`src/rtl/riscv_run_pkg.sv`:
```
// Shared FSM encoding, default parameters and counter-width helper for the run monitor.
// Build option RUN_MON_CHGCNT_EN is consumed by riscv_run_monitor, not here.
package riscv_run_pkg;

    localparam logic [1:0] ST_IDLE       = 2'd0;
    localparam logic [1:0] ST_RESET_HOLD = 2'd1;
    localparam logic [1:0] ST_RUN        = 2'd2;
    localparam logic [1:0] ST_DONE       = 2'd3;

    typedef enum logic [1:0] {
        S_IDLE       = ST_IDLE,
        S_RESET_HOLD = ST_RESET_HOLD,
        S_RUN        = ST_RUN,
        S_DONE       = ST_DONE
    } run_state_t;

    localparam int DEF_DATA_W        = 32;
    localparam int DEF_CNT_W         = 16;
    localparam int DEF_RST_CYCLES    = 3;
    localparam int DEF_STABLE_CYCLES = 8;
    localparam int DEF_MAX_CYCLES    = 1000;

    // Bits needed to hold the value n itself; never less than one.
    function automatic int cnt_width(input int n);
        return (n < 1) ? 1 : $clog2(n + 1);
    endfunction

endpackage

```
`src/rtl/run_mon_stable_cnt.sv`:
```
// Saturating count of consecutive matching cycles; reached is a same-cycle lookahead,
// so the owner can act on the edge where the count becomes STABLE_CYCLES.
module run_mon_stable_cnt
    import riscv_run_pkg::*;
#(
    parameter int STABLE_CYCLES = DEF_STABLE_CYCLES
) (
    input  logic clk,
    input  logic rst,
    input  logic clear,
    input  logic match,
    output logic reached
);

    localparam int             SW     = cnt_width(STABLE_CYCLES);
    localparam logic [SW-1:0]  TGT    = SW'(STABLE_CYCLES);
    localparam logic [SW-1:0]  TGT_M1 = SW'(STABLE_CYCLES - 1);

    logic [SW-1:0] cnt;

    always_ff @(posedge clk) begin
        if (rst || clear) begin
            cnt <= '0;
        end else if (!match) begin
            cnt <= '0;
        end else if (cnt != TGT) begin
            cnt <= cnt + 1'b1;
        end
    end

    assign reached = match && (cnt >= TGT_M1);

endmodule

```
`src/rtl/riscv_run_monitor.sv`:
```
// Core run controller: reset hold, cycle count, signature-stable PASS or budget TIMEOUT.
// Optional RUN_MON_CHGCNT_EN adds CHG_CNT (RUN cycles where OBS changed).
module riscv_run_monitor
    import riscv_run_pkg::*;
#(
    parameter int DATA_W        = DEF_DATA_W,
    parameter int CNT_W         = DEF_CNT_W,
    parameter int RST_CYCLES    = DEF_RST_CYCLES,
    parameter int STABLE_CYCLES = DEF_STABLE_CYCLES,
    parameter int MAX_CYCLES    = DEF_MAX_CYCLES
) (
    input  logic              CLK,
    input  logic              RST,
    input  logic              START,
    input  logic [DATA_W-1:0] EXP_SIG,
    input  logic [DATA_W-1:0] OBS,
    output logic              CORE_RST_N,
    output logic              BUSY,
    output logic              DONE,
    output logic              PASS,
    output logic              TIMEOUT,
    output logic [CNT_W-1:0]  CYCLES,
`ifdef RUN_MON_CHGCNT_EN
    output logic [CNT_W-1:0]  CHG_CNT,
`endif
    output logic [DATA_W-1:0] LAST_OBS
);

    localparam int             HW        = cnt_width(RST_CYCLES);
    localparam logic [HW-1:0]  HOLD_LOAD = HW'(RST_CYCLES - 1);
    localparam logic [CNT_W-1:0] LAST_CYC = CNT_W'(MAX_CYCLES - 1);

    run_state_t        state;
    run_state_t        state_nxt;
    logic [HW-1:0]     hold_cnt;
    logic [DATA_W-1:0] sig;
    logic              start_acc;
    logic              match;
    logic              stable_reached;
    logic              timeout_hit;

    assign match       = (state == S_RUN) && (OBS == sig);
    assign timeout_hit = (state == S_RUN) && (CYCLES == LAST_CYC);

    run_mon_stable_cnt #(
        .STABLE_CYCLES(STABLE_CYCLES)
    ) u_stable (
        .clk    (CLK),
        .rst    (RST),
        .clear  (start_acc),
        .match  (match),
        .reached(stable_reached)
    );

    always_comb begin
        state_nxt = state;
        start_acc = 1'b0;
        case (state)
            S_IDLE, S_DONE: begin
                if (START) begin
                    start_acc = 1'b1;
                    state_nxt = S_RESET_HOLD;
                end
            end
            S_RESET_HOLD: begin
                if (hold_cnt == '0) begin
                    state_nxt = S_RUN;
                end
            end
            S_RUN: begin
                if (stable_reached || timeout_hit) begin
                    state_nxt = S_DONE;
                end
            end
            default: state_nxt = S_IDLE;
        endcase
    end

    always_ff @(posedge CLK) begin
        if (RST) begin
            state    <= S_IDLE;
            hold_cnt <= '0;
            sig      <= '0;
            CYCLES   <= '0;
            PASS     <= 1'b0;
            TIMEOUT  <= 1'b0;
            LAST_OBS <= '0;
        end else begin
            state <= state_nxt;
            if (start_acc) begin
                sig      <= EXP_SIG;
                CYCLES   <= '0;
                PASS     <= 1'b0;
                TIMEOUT  <= 1'b0;
                hold_cnt <= HOLD_LOAD;
            end else if (state == S_RESET_HOLD) begin
                if (hold_cnt != '0) begin
                    hold_cnt <= hold_cnt - 1'b1;
                end
            end else if (state == S_RUN) begin
                CYCLES   <= CYCLES + 1'b1;
                LAST_OBS <= OBS;
                // A signature that settles on the final budget cycle still counts as PASS.
                if (stable_reached) begin
                    PASS <= 1'b1;
                end else if (timeout_hit) begin
                    TIMEOUT <= 1'b1;
                end
            end
        end
    end

`ifdef RUN_MON_CHGCNT_EN
    always_ff @(posedge CLK) begin
        if (RST || start_acc) begin
            CHG_CNT <= '0;
        end else if ((state == S_RUN) && (OBS != LAST_OBS)) begin
            CHG_CNT <= CHG_CNT + 1'b1;
        end
    end
`endif

    assign BUSY       = (state == S_RESET_HOLD) || (state == S_RUN);
    assign DONE       = (state == S_DONE);
    assign CORE_RST_N = (state == S_RUN) || (state == S_DONE);

endmodule
```
`config.mk`:
```
export PLATFORM = sky130hd
export DESIGN_NAME = riscv_run_monitor
export DESIGN_NICKNAME = d
export VERILOG_FILES = /design/src/rtl/riscv_run_pkg.sv /design/src/rtl/run_mon_stable_cnt.sv /design/src/rtl/riscv_run_monitor.sv
export SDC_FILE = /design/constraint.sdc
export NUM_CORES = 1
export LEC_CHECK = 0
export ABC_AREA = 1
export BUFFER_PORTS_ARGS = -buffer_cell sky130_fd_sc_hd__buf_2
export CORE_ASPECT_RATIO = 1.4
export CORE_UTILIZATION = 50
export CTS_BUF_LIST = sky130_fd_sc_hd__clkbuf_4
export CTS_CLUSTER_SIZE = 20
export DETAILED_ROUTE_END_ITERATION = 7
export PLACE_DENSITY = 0.8
export SLEW_MARGIN = 5
export SYNTH_ARGS = -nofsm -noshare
export SYNTH_HDL_FRONTEND = slang
export SYNTH_SLANG_ARGS = --single-unit
```
`constraint.sdc`:
```
create_clock -name CLK -period 2.4 [get_ports CLK]
set_input_delay 0.12 -clock CLK [delete_from_list [all_inputs] [get_ports CLK]]
set_output_delay 0.12 -clock CLK [all_outputs]
set_load 0.1 [all_outputs]
```
# [Word-level counts from Yosys, hierarchy flattened]
# Index checks and enable logic that the tools add are counted.
[totals] out_inout_bits=53 register_bits=90 wordCells=57 input_bits=67
[op_classes] eq_ne=9 magnitude_cmp=1 n_mux=9 add_sub_neg=3 n_bitwise=4 reduce_logical=22
[op_table] cell="$eq 32x32->1" n=1
[op_table] cell="$add 16x1->16 const B" n=1
[op_table] cell="$eq 16x10->1 const B" n=1
[op_table] cell="$mux 2" n=6
[op_table] cell="$reduce_and 3->1" n=3
[op_table] cell="$pmux 2 s3" n=1
[op_table] cell="$reduce_and 2->1" n=3
[op_table] cell="$reduce_bool 2->1" n=3
[op_table] cell="$reduce_or 2->1" n=3
[op_table] cell="$add 4x1->4 const B" n=1
[op_table] cell="$eq 2x2->1 const B" n=2
[op_table] cell="$ge 4x3->1 const B" n=1
[op_table] cell="$logic_not 2->1" n=2
[op_table] cell="$logic_or 1x1->1" n=4
[op_table] cell="$ne 2x2->1 const B" n=2
[op_table] cell="$ne 4x4->1 const B" n=1
[op_table] cell="$not 1->1" n=4
[op_table] cell="$reduce_and 4->1" n=1
[op_table] cell="$logic_and 1x1->1" n=3
[op_table] cell="$eq 2x1->1 const B" n=1
[op_table] cell="$mux 1" n=2
[op_table] cell="$ne 2x1->1 const B" n=1
[op_table] cell="$sub 2x1->2 const B" n=1

# [Logic depth before layout (Yosys ltp)]
# Gate-level depths: netlist (run 1).
[depth] depth_word=6 ltp_mapped=14 mapped_depth_nobuf=13

# [Cells and area by module]
# Synthesis (run 1) repeated with hierarchy kept, for this count alone.
[hier_totals] cells_unflattened=546 area_unflattened_um2=3957.5
[modules_own_cells] mod="riscv_run_monitor" cells_per_inst=511 area_each_um2=3722.3 seq_area_each_um2=1721.7 n_inst=1
[modules_own_cells] mod="run_mon_stable_cnt" cells_per_inst=35 area_each_um2=235.2 seq_area_each_um2=80.1 n_inst=1

# [Least setup slack after synthesis (run 1)]
# OpenSTA, ideal clock, no wires.
[synth_path] kind="reg-to-reg" from="register CYCLES[1]" to="register CYCLES[12]" path_stages_with_launch=11 path_buffers=0 setup_slack_ns=0.138 setup_ns=0.124 period_less_slack_ns=2.262 t_arrival_ns=2.138 required_time_ns=2.276 cell_sequence="dfxtp_1 ha_1 nand2_1 inv_1 nand2_2 nor2_4 nand3_2 nor3_2 nand2_1 o21ai_1 a21oi_1"
[synth_via] elab_chain_len=1
[synth_rtl] item="start: declaration" line="riscv_run_monitor.sv:22" source="output logic [CNT_W-1:0] CYCLES,"
[synth_rtl] item="start signal: assignment" line="riscv_run_monitor.sv:101" source="CYCLES <= CYCLES + 1'b1;"
[synth_rtl] item="$add 16x1->16" line="riscv_run_monitor.sv:101"
# Every way passes these cells.
# A chain may end at the register's enable or synchronous reset.

# [Worst setup path in the final report (run 1)]
[layout_path] from="register state[0]" to="register state[0]"
[layout_via] elab_chain_len=6 elab_cells_between_ends=14 classes_between="eq/ne: 6; mux: 1; reduce/logical: 7"
[layout_rtl] item="start: declaration" line="riscv_run_monitor.sv:33" source="run_state_t state;"
[layout_rtl] item="start signal: assignment" line="riscv_run_monitor.sv:89" source="state <= state_nxt;"
[layout_rtl] item="$eq 2x2->1" line="riscv_run_monitor.sv:42, riscv_run_monitor.sv:43, riscv_run_monitor.sv:58"
[layout_rtl] item="$logic_and 1x1->1" line="riscv_run_monitor.sv:42" source="assign match = (state == S_RUN) && (OBS == sig);"
[layout_rtl] item="$logic_and 1x1->1" line="run_mon_stable_cnt.sv:31" source="assign reached = match && (cnt >= TGT_M1);"
[layout_rtl] item="$logic_or 1x1->1" line="riscv_run_monitor.sv:71" source="if (stable_reached || timeout_hit) begin"
[layout_rtl] item="$ne 2x1->1 (no line)"
[layout_rtl] item="$reduce_and 3->1 (no line)"
# Parallel ways exist; a longest one is shown, timed or not.

==> impl_metrics.py, run 1 <==
metrics = {
    "sta": {
        "fin_setup_tns_ps": 0,
        "rsz0062_at_grt": "false",
        "worst_clock_skew_ps": 13.84,
        "period_share_pct": 87.97,
        "finalHoldViolCount": 0,
        "min_period_ps": 2111,
        "slew_headroom_pct": 63.16,
        "final.setup.worst_slack_ps": 288.8,
        "setup_viol": 0,
        "worstMarginPinSlew_ps": 552.6,
        "hold_ws_ps": 160.9,
        "finalMaxSlewViolations": 0,
        "max_freq_ghz": 0.4737,
    },
    "synthesis": {
        "syn_area_per_cell_um2": 6.952,
        "synth_top_family_by_area": "simple AND/OR/NAND/NOR gates",
        "synthCells": 595,
        "yosysWarningCount": 0,
        "synth_xor_area_share_pct": 1.482,
        "synth-adder-area-share_pct": 2.117,
        "syn_area_mm2": 0.004136,
        "synth_nets": 669,
        "synthSimpleGateAreaFrac_pct": 25.92,
        "synth.distinct_cells": 31,
        "synth_seq_cells": 90,
        "muxShareOfSynthArea_pct": 0,
        "synth_edf_count": 0,
        "async_reset_ff_share_pct": 0,
        "synth-main-ff-cell": "dfxtp_1",
        "ys_seq_area_share_pct": 43.56,
        "synth_compound_area_share_pct": 17.09,
    },
    "floorplan": {
        "io_pins": 120,
        "initial_core_util_pct": 52.41,
        "core_mm2": 0.007893,
        "dieArea_mm2": 0.008646,
        "die_h_um": 109.6,
        "die_x_um": 78.87,
        "row_count": 38,
    },
    "layout": {
        "fill_cells": 669,
        "seq_area_mm2": 0.001802,
        "final_common_cell": "buf_2",
        "antennaDiodeCount": 0,
        "layout_common_cells": "buf_2 (119), nand2_1 (111), dfxtp_1 (90)",
        "multi_input_area_mm2": 0.001931,
        "final_area_mm2": 0.005610,
        "drive_gt1_share_pct": 20.08,
        "syn_to_final_growth_pct": 35.63,
        "finalNetCount": 847,
    },
    "global_routing": {
        "antenna_found_initial": 0,
        "overflow": 0,
        "grt_pass1_vias": 4517,
        "grt_pass1_wl_um": 20200,
        "grt_max_degree": 59,
        "track_usage_pct": 30.63,
    },
    "placement": {
        "portBuffers": 119,
        "place_area_mm2": 0.004810,
        "pre_cts_slack_ps": 385.6,
        "dp_hpwl_um": 8773,
        "place_congestion": 0.9083,
    },
    "run": {
        "drv_cap": 0,
    },
    "critical_path": {
        "crit_fanout": 16,
        "critical_path_class": "register to register",
        "required_ps": 2760,
        "cp.arrival_ps": 2470,
        "worst_setup_path_start_kind": "register",
        "end_kind": "register",
    },
    "clock_network": {
        "cts_max_path_buffers": 2,
        "cts_root_buffer": "clkbuf_4",
        "cts_buffers": 9,
        "cts_resized": 0,
        "h-tree-depth": 3,
        "numClockSinks": 90,
        "cts.clk_slew.worst_paths_ps": 120,
        "cts_tree": "done",
        "clock_latency_ps": 460,
    },
    "routing": {
        "vias_per_cell": 5.237,
        "drt_iter0_markers": 247,
        "drc": 0,
        "wl_per_cell_um": 14.69,
        "vias": 4593,
        "detail-route-antenna-nets": 0,
        "routed_wl_um": 12880,
        "dr.pass1.iters": 4,
    },
    "power": {
        "p_leak_nw": 2.690,
        "power_density_mw_per_mm2": 1096,
        "vdd_drop_max_mv": 0.7954,
        "total_power_mw": 6.146,
    },
    "worst_hold_path": {
        "hold_class": "input port to register",
    },
    "outcome": {
        "outcome": "completed",
    },
}
-- per-stage QoR --
step	cells	util, %
after floorplan	595	-
after global placement	797	60.94
after detailed placement	797	60.94
after CTS	877	71.08
after global routing	877	71.08
final	877	71.08
-- what timing repair did --
item	in CTS	in global routing
endpoints found under the hold margin	65	0
hold buffers	65	0
setup buffers	0	0
-- report_power, final --
group	switching [mW]	internal, mW	total (mW)
clock network	0.503	0.435	0.938
registers	0.223	1.87	2.09
logic	2.46	0.661	3.12
-- layout make-up --
type,instances,area share [%]
Inverter,85,5.687
Tap cell,100,2.230
Clock buffer,11,1.472
Timing Repair Buffer,189,22.88
Multi-Input combinational cell,398,34.41
Clock inverter,4,1.204
Sequential cell,90,32.11
-- state kept, by name, indices dropped and copies added (netlist names) --
| register | flops |
|---|---|
| u_stable.cnt | 4 |
| hold_cnt | 2 |
| LAST_OBS | 32 |
| TIMEOUT | 1 |
| state | 2 |
| sig | 32 |
| PASS | 1 |
| CYCLES | 16 |
-- kinds of logic after synthesis --
family	Yosys count
compound gates	138
xor+xnor	7
fa+ha+maj	7
buf+inv	107
flops	90
simple gates	246
-- worst max-delay path, stage by stage, from the launching register on --
cell     delay (ps)
dfxtp_1         390
inv_1            90
ha_2            370
inv_2           180
o21ai_2         160
nand3_1          90
nor2_1          100
nand2_1          50
nor2_1          100
nand3_1         150
nand2_2         130
nand3_1          70
nand2_1          80
nor2_1           40
-- synthesized netlist by cell type (3+ instances only) --
| cell | number | area [µm²] |
|---|---|---|
| a21oi_1 | 62 | 310.3 |
| or2_2 | 3 | 18.77 |
| ha_1 | 7 | 87.58 |
| nor3_1 | 11 | 55.05 |
| inv_1 | 82 | 307.8 |
| inv_2 | 3 | 11.26 |
| nor4_1 | 5 | 31.28 |
| o21ai_0 | 69 | 345.3 |
| nand3_1 | 16 | 80.08 |
| nand3_2 | 3 | 30.03 |
| nor2_1 | 74 | 277.8 |
| clkbuf_1 | 20 | 75.07 |
| nand2_1 | 111 | 416.7 |
| nor3_2 | 3 | 30.03 |
| xor2_1 | 5 | 43.79 |
| dfxtp_1 | 90 | 1802 |
| nand4_1 | 12 | 75.07 |
-- routing by layer --
metal / global-route usage (%) / vias to the layer above / part of all wire [%]
met4: 20.39 / 0 / 4.7
met5: 0 / - / 0
li1: - / 2272 / -
met2: 58.26 / 163 / 53
met3: 3.900 / 48 / 4.8
met1: 30.90 / 2110 / 38
-- path summary, 6_finish.rpt --
check / cells after the start / startpoint / to / slack [ps]
hold / removal: 5 / START / state[1] / 160
setup / recovery: 13 / state[0] / state[0] / 290
hold reg to reg: 2 / sig[22] / sig[22] / 470
setup reg to reg: 13 / state[0] / state[0] / 290
Power figures use the tool's default switching activity.
==> run 2, diff against run 1 <==
--- a/config.mk
+++ b/config.mk
@@ -7,12 +7,15 @@
 export LEC_CHECK = 0
 export ABC_AREA = 1
 export BUFFER_PORTS_ARGS = -buffer_cell sky130_fd_sc_hd__buf_2
+export CELL_PAD_IN_SITES_DETAIL_PLACEMENT = 1
+export CELL_PAD_IN_SITES_GLOBAL_PLACEMENT = 2
 export CORE_ASPECT_RATIO = 1.4
-export CORE_UTILIZATION = 50
+export CORE_MARGIN = 2
+export CORE_UTILIZATION = 29
 export CTS_BUF_LIST = sky130_fd_sc_hd__clkbuf_4
 export CTS_CLUSTER_SIZE = 20
 export DETAILED_ROUTE_END_ITERATION = 7
-export PLACE_DENSITY = 0.8
+export PLACE_DENSITY = 0.86
 export SLEW_MARGIN = 5
 export SYNTH_ARGS = -nofsm -noshare
 export SYNTH_HDL_FRONTEND = slang
==> run 2 against run 1 <==
Die area up 76%; global-route usage down 11 points; total power up 0.97%; design area grew 2.1%; clock-buffer cell count down 2; sequential power barely moved; flip-flop and latch count unchanged; utilization fell by 30 points; combinational power barely moved; sequential share of layout area decreased by 0.67 points; fmax decreased by 3.2%; critical path depth is 8 lower; highest routed layer unchanged.
==> impl_metrics.py, run 2 (synthesis gave the netlist of run 1 again) <==
metrics = {
    "routing": {
        "vias_per_cell": 4.712,
        "dr.pass1.iters": 4,
        "drc": 0,
        "highest-signal-layer": "met4",
        "drt_iter0_markers": 141,
        "routed_wl_um": 14780,
        "detail-route-antenna-nets": 0,
        "wl_met1_um": 5806,
        "wl_met3_um": 510,
        "vias": 4542,
        "wl_per_cell_um": 15.33,
        "route.met2.wl_um": 7937,
    },
    "clock_network": {
        "post_cts_buffers": 0,
        "cts.clk_slew.worst_paths_ps": 150,
        "h-tree-depth": 3,
        "cts_tree": "done",
        "numClockSinks": 90,
        "cts_max_path_buffers": 2,
        "clock_latency_ps": 450,
        "cts_buffers": 9,
        "cts_root_buffer": "clkbuf_4",
    },
    "floorplan": {
        "die_h_um": 145.3,
        "dieArea_mm2": 0.01525,
        "core_mm2": 0.01391,
        "die_x_um": 104.9,
        "row_count": 51,
        "io_pins": 120,
        "initial_core_util_pct": 29.74,
    },
    "placement": {
        "dp_hpwl_um": 10830,
        "portBuffers": 119,
        "dp.cells": 883,
        "pre_cts_slack_ps": 450.3,
        "place_congestion": 0.8565,
        "place_area_mm2": 0.004923,
    },
    "global_routing": {
        "grt_pass1_wl_um": 24260,
        "grt_pass1_vias": 4906,
        "grt_max_degree": 59,
        "antenna_found_initial": 1,
        "track_usage_pct": 19.88,
        "overflow": 0,
    },
    "layout": {
        "top_regs": "LAST_OBS x32, sig x32, CYCLES x16",
        "layout_common_cells": "buf_2 (118), nand2_1 (111), dfxtp_1 (90)",
        "finalNetCount": 847,
        "syn_to_final_growth_pct": 38.54,
        "fin_cells": 964,
        "drive_gt1_share_pct": 20.57,
        "final_area_mm2": 0.005731,
        "final_common_cell": "buf_2",
        "fin_util_pct": 41.19,
    },
    "sta": {
        "slew_headroom_pct": 62.96,
        "rsz0062_at_grt": "false",
        "setup_viol": 0,
        "worst_clock_skew_ps": 14.60,
        "period_share_pct": 90.88,
        "fin_setup_tns_ps": 0,
        "finalMaxSlewViolations": 0,
        "worstMarginPinSlew_ps": 555.6,
        "final.setup.worst_slack_ps": 218.9,
        "max_freq_ghz": 0.4585,
        "finalHoldViolCount": 0,
        "hold_ws_ps": 32.14,
        "min_period_ps": 2181,
    },
    "power": {
        "pwr-share-comb_pct": 50.7,
        "p_leak_nw": 2.688,
        "pwr-share-seq_pct": 33.6,
        "vdd_drop_max_mv": 0.6040,
        "p_sw_mw": 3.253,
        "total_power_mw": 6.206,
        "p_int_mw": 2.953,
        "power_density_mw_per_mm2": 1083,
        "swShare_pct": 52.41,
        "pwr-share-clk_pct": 15.6,
    },
    "critical_path": {
        "crit_cells": 5,
        "critPathSlowestCell": "dfxtp_1",
        "worstPathBufferInverterCount": 3,
        "cp.arrival_ps": 2060,
        "rr_endpoint": "CYCLES[10]",
        "critical_path_class": "register to primary output",
        "max_stage_delay_ps": 440,
        "r2r_slack_ps": 440,
        "reg2reg_from": "state[0]",
        "path_delay_family": "buffers and inverters",
        "end_kind": "primary output",
        "endpoint": "CORE_RST_N",
        "reg2regPathDepth": 8,
        "required_ps": 2280,
        "crit_fanout": 32,
        "cp-startpoint": "state[0]",
        "worstPathCellList": "inv_1 -> ha_2 -> buf_4 -> or2_2 -> clkbuf_4",
        "worst_setup_path_start_kind": "register",
    },
    "run": {
        "drv_cap": 0,
    },
    "worst_hold_path": {
        "hold_class": "input port to register",
    },
    "outcome": {
        "outcome": "completed",
    },
}
## run 2: power by group through the flow
stage | Clock, mW | Combinational [mW] | Sequential [mW]
after detailed placement | 0 | 3.07 | 2.11
final | 0.970 | 3.15 | 2.09
after global placement | 0 | 3.01 | 2.10
after floorplan | 0 | 1.22 | 3.29
after global routing | 1.07 | 3.39 | 2.14
after CTS | 0.996 | 3.16 | 2.08
## run 2: worst min path at each step
stage	startpoint	end	cells after the start
2_1_floorplan	RST	LAST_OBS[31]	1
3_3_place_gp	RST	LAST_OBS[31]	2
3_5_place_dp	RST	LAST_OBS[31]	2
4_1_cts	EXP_SIG[7]	sig[7]	3
5_1_grt	EXP_SIG[22]	sig[22]	3
6_report	EXP_SIG[22]	sig[22]	3
## run 2: cell type report
type	count	area (µm²)
Fill cell	1851	8180
Multi-Input combinational cell	398	1931
Sequential cell	90	1802
Timing Repair Buffer	189	1284
Inverter	85	319.1
Tap cell	185	231.5
Clock inverter	7	93.84
Clock buffer	9	67.56
Antenna cell	1	2.502
## run 2: worst reg2reg max path, delay by kind of cell, from the launching register on
family,cells,cell delay (ps)
adder cells (fa/ha/maj),1,350
AND/OR/NAND/NOR,3,240
flip-flops,1,440
buffers and inverters,4,810
## run 2: what timing repair did
action / CTS / global route
hold buffers: 63 / 1
endpoints found under the setup margin: 0 / 1
endpoints found under the hold margin: 63 / 1
resized for setup: 0 / 1
## run 2: metal layers
layer / global-route usage (%) / vias to the layer above
li1: - / 2266
met1: 21.44 / 2131
met4: 8.667 / 0
met5: 0 / -
met3: 3.549 / 33
met2: 37.31 / 112
==> run 3, diff against run 2 <==
==> constraint.sdc (replaced) <==
create_clock -name CLK -period 2.28 [get_ports CLK]
set_input_delay 0.114 -clock CLK [delete_from_list [all_inputs] [get_ports CLK]]
set_output_delay 0.114 -clock CLK [all_outputs]
set_load 0.1 [all_outputs]
==> run 3 against run 2 <==
Register-to-register slack lost 30 ps; final cell count increased by 0.21%; clock-buffer cell count did not move; clock power rose by 6%; critical path depth did not move; sequential power grew 5%; worst hold slack improved by 140 ps; combinational power rose by 6.7%; total power rose by 5.9%; die area unchanged; wire length fell by 0.89%; largest power group unchanged.
==> impl_metrics.py, run 3 (synthesis gave the netlist of run 1 again) <==
metrics = {
    "sta": {
        "min_period_ps": 2087,
        "slew_headroom_pct": 63.25,
        "finalHoldViolCount": 0,
        "max_freq_ghz": 0.4792,
        "fin_setup_tns_ps": 0,
        "final.setup.worst_slack_ps": 193.0,
        "period_share_pct": 91.54,
        "finalMaxSlewViolations": 0,
        "worstMarginPinSlew_ps": 551.2,
        "setup_viol": 0,
        "rsz0062_at_grt": "false",
        "worst_clock_skew_ps": 23.84,
    },
    "placement": {
        "portBuffers": 119,
        "pre_cts_slack_ps": 418.8,
        "place_congestion": 0.8709,
        "place_area_mm2": 0.004946,
        "dp_hpwl_um": 10850,
    },
    "critical_path": {
        "end_kind": "primary output",
        "required_ps": 2170,
        "cp.arrival_ps": 1970,
        "crit_fanout": 32,
        "worst_setup_path_start_kind": "register",
        "critical_path_class": "register to primary output",
    },
    "worst_hold_path": {
        "hold_class": "input port to register",
    },
    "layout": {
        "syn_to_final_growth_pct": 39.20,
        "finalNetCount": 849,
        "top_regs": "LAST_OBS x32, sig x32, CYCLES x16",
        "layout_common_cells": "buf_2 (118), nand2_1 (111), dfxtp_1 (90)",
        "final_common_cell": "buf_2",
        "drive_gt1_share_pct": 20.51,
        "final_area_mm2": 0.005758,
        "fill_cells": 1845,
    },
    "global_routing": {
        "grt_pass1_wl_um": 23720,
        "track_usage_pct": 19.52,
        "antenna_found_initial": 0,
        "grt_max_degree": 59,
        "overflow": 0,
        "grt_pass1_vias": 4914,
    },
    "floorplan": {
        "io_pins": 120,
        "die_h_um": 145.3,
        "core_mm2": 0.01391,
        "die_x_um": 104.9,
        "row_count": 51,
        "dieArea_mm2": 0.01525,
        "initial_core_util_pct": 29.74,
    },
    "run": {
        "drv_cap": 0,
    },
    "routing": {
        "wl_per_cell_um": 15.16,
        "drt_iter0_markers": 148,
        "vias_per_cell": 4.653,
        "dr.pass1.iters": 4,
        "drc": 0,
        "detail-route-antenna-nets": 0,
        "routed_wl_um": 14650,
        "vias": 4495,
    },
    "power": {
        "vdd_drop_max_mv": 0.6005,
        "p_leak_nw": 2.709,
        "power_density_mw_per_mm2": 1142,
    },
    "clock_network": {
        "h-tree-depth": 3,
        "cts.clk_slew.worst_paths_ps": 140,
        "cts_buffers": 9,
        "cts_tree": "done",
        "cts_max_path_buffers": 2,
        "numClockSinks": 90,
        "clock_latency_ps": 460,
        "cts_root_buffer": "clkbuf_4",
    },
    "outcome": {
        "outcome": "completed",
    },
}
run 3: layer usage:
metal	share of wire, %	GRT usage [%]
met1	39	20.27
met2	56	38.64
met4	2.3	6.667
met5	0	0
met3	3.4	3.235
run 3: timing repair:
| action | CTS | global route |
|---|---|---|
| endpoints found under the hold margin | 65 | 0 |
| hold buffers | 65 | 0 |
| setup buffers | 0 | 0 |
| gates resized for setup | 0 | 0 |
run 3: power by group:
group          switching, mW  leakage [nW]  internal [mW]  total, mW
sequential             0.226         0.738           1.97       2.19
combinational           2.62          1.88          0.734       3.36
clock                  0.579        0.0881          0.446       1.03
run 3: area by class of cell:
type | count | area [µm²] | share of cell area [%]
Antenna cell | 1 | 2.502 | 0.04346
Clock buffer | 9 | 67.56 | 1.173
Clock inverter | 7 | 91.34 | 1.586
Inverter | 85 | 319.1 | 5.541
Multi-Input combinational cell | 398 | 1931 | 33.53
Sequential cell | 90 | 1802 | 31.29
Tap cell | 185 | 231.5 | 4.020
Timing Repair Buffer | 191 | 1314 | 22.82
run 3: path summary, 6_finish.rpt:
path / endpoint / slack (ps) / cells after the start / from
worst min register to register: sig[11] / 480 / 2 / sig[11]
worst max-delay path: CORE_RST_N / 190 / 5 / state[0]
worst max register to register: CYCLES[12] / 410 / 11 / state[0]
worst min-delay path: state[1] / 170 / 5 / START
run 3: critical path, cell delays in order, from the launching register on:
cell and delay, ps:
dfxtp_1 450, inv_1 70, ha_2 230, buf_4 250, or2_2 350, buf_12 170
run 3: metrics by stage:
step	hold WS, ps	util (%)	cells	power, mW
global route	180.4	41.37	965	6.976
finish	168.8	41.39	966	6.574
detailed placement	369.9	35.56	884	5.505
floorplan	183.1	-	595	4.742
CTS	140.3	41.37	965	6.633
global placement	362.2	35.56	884	5.411
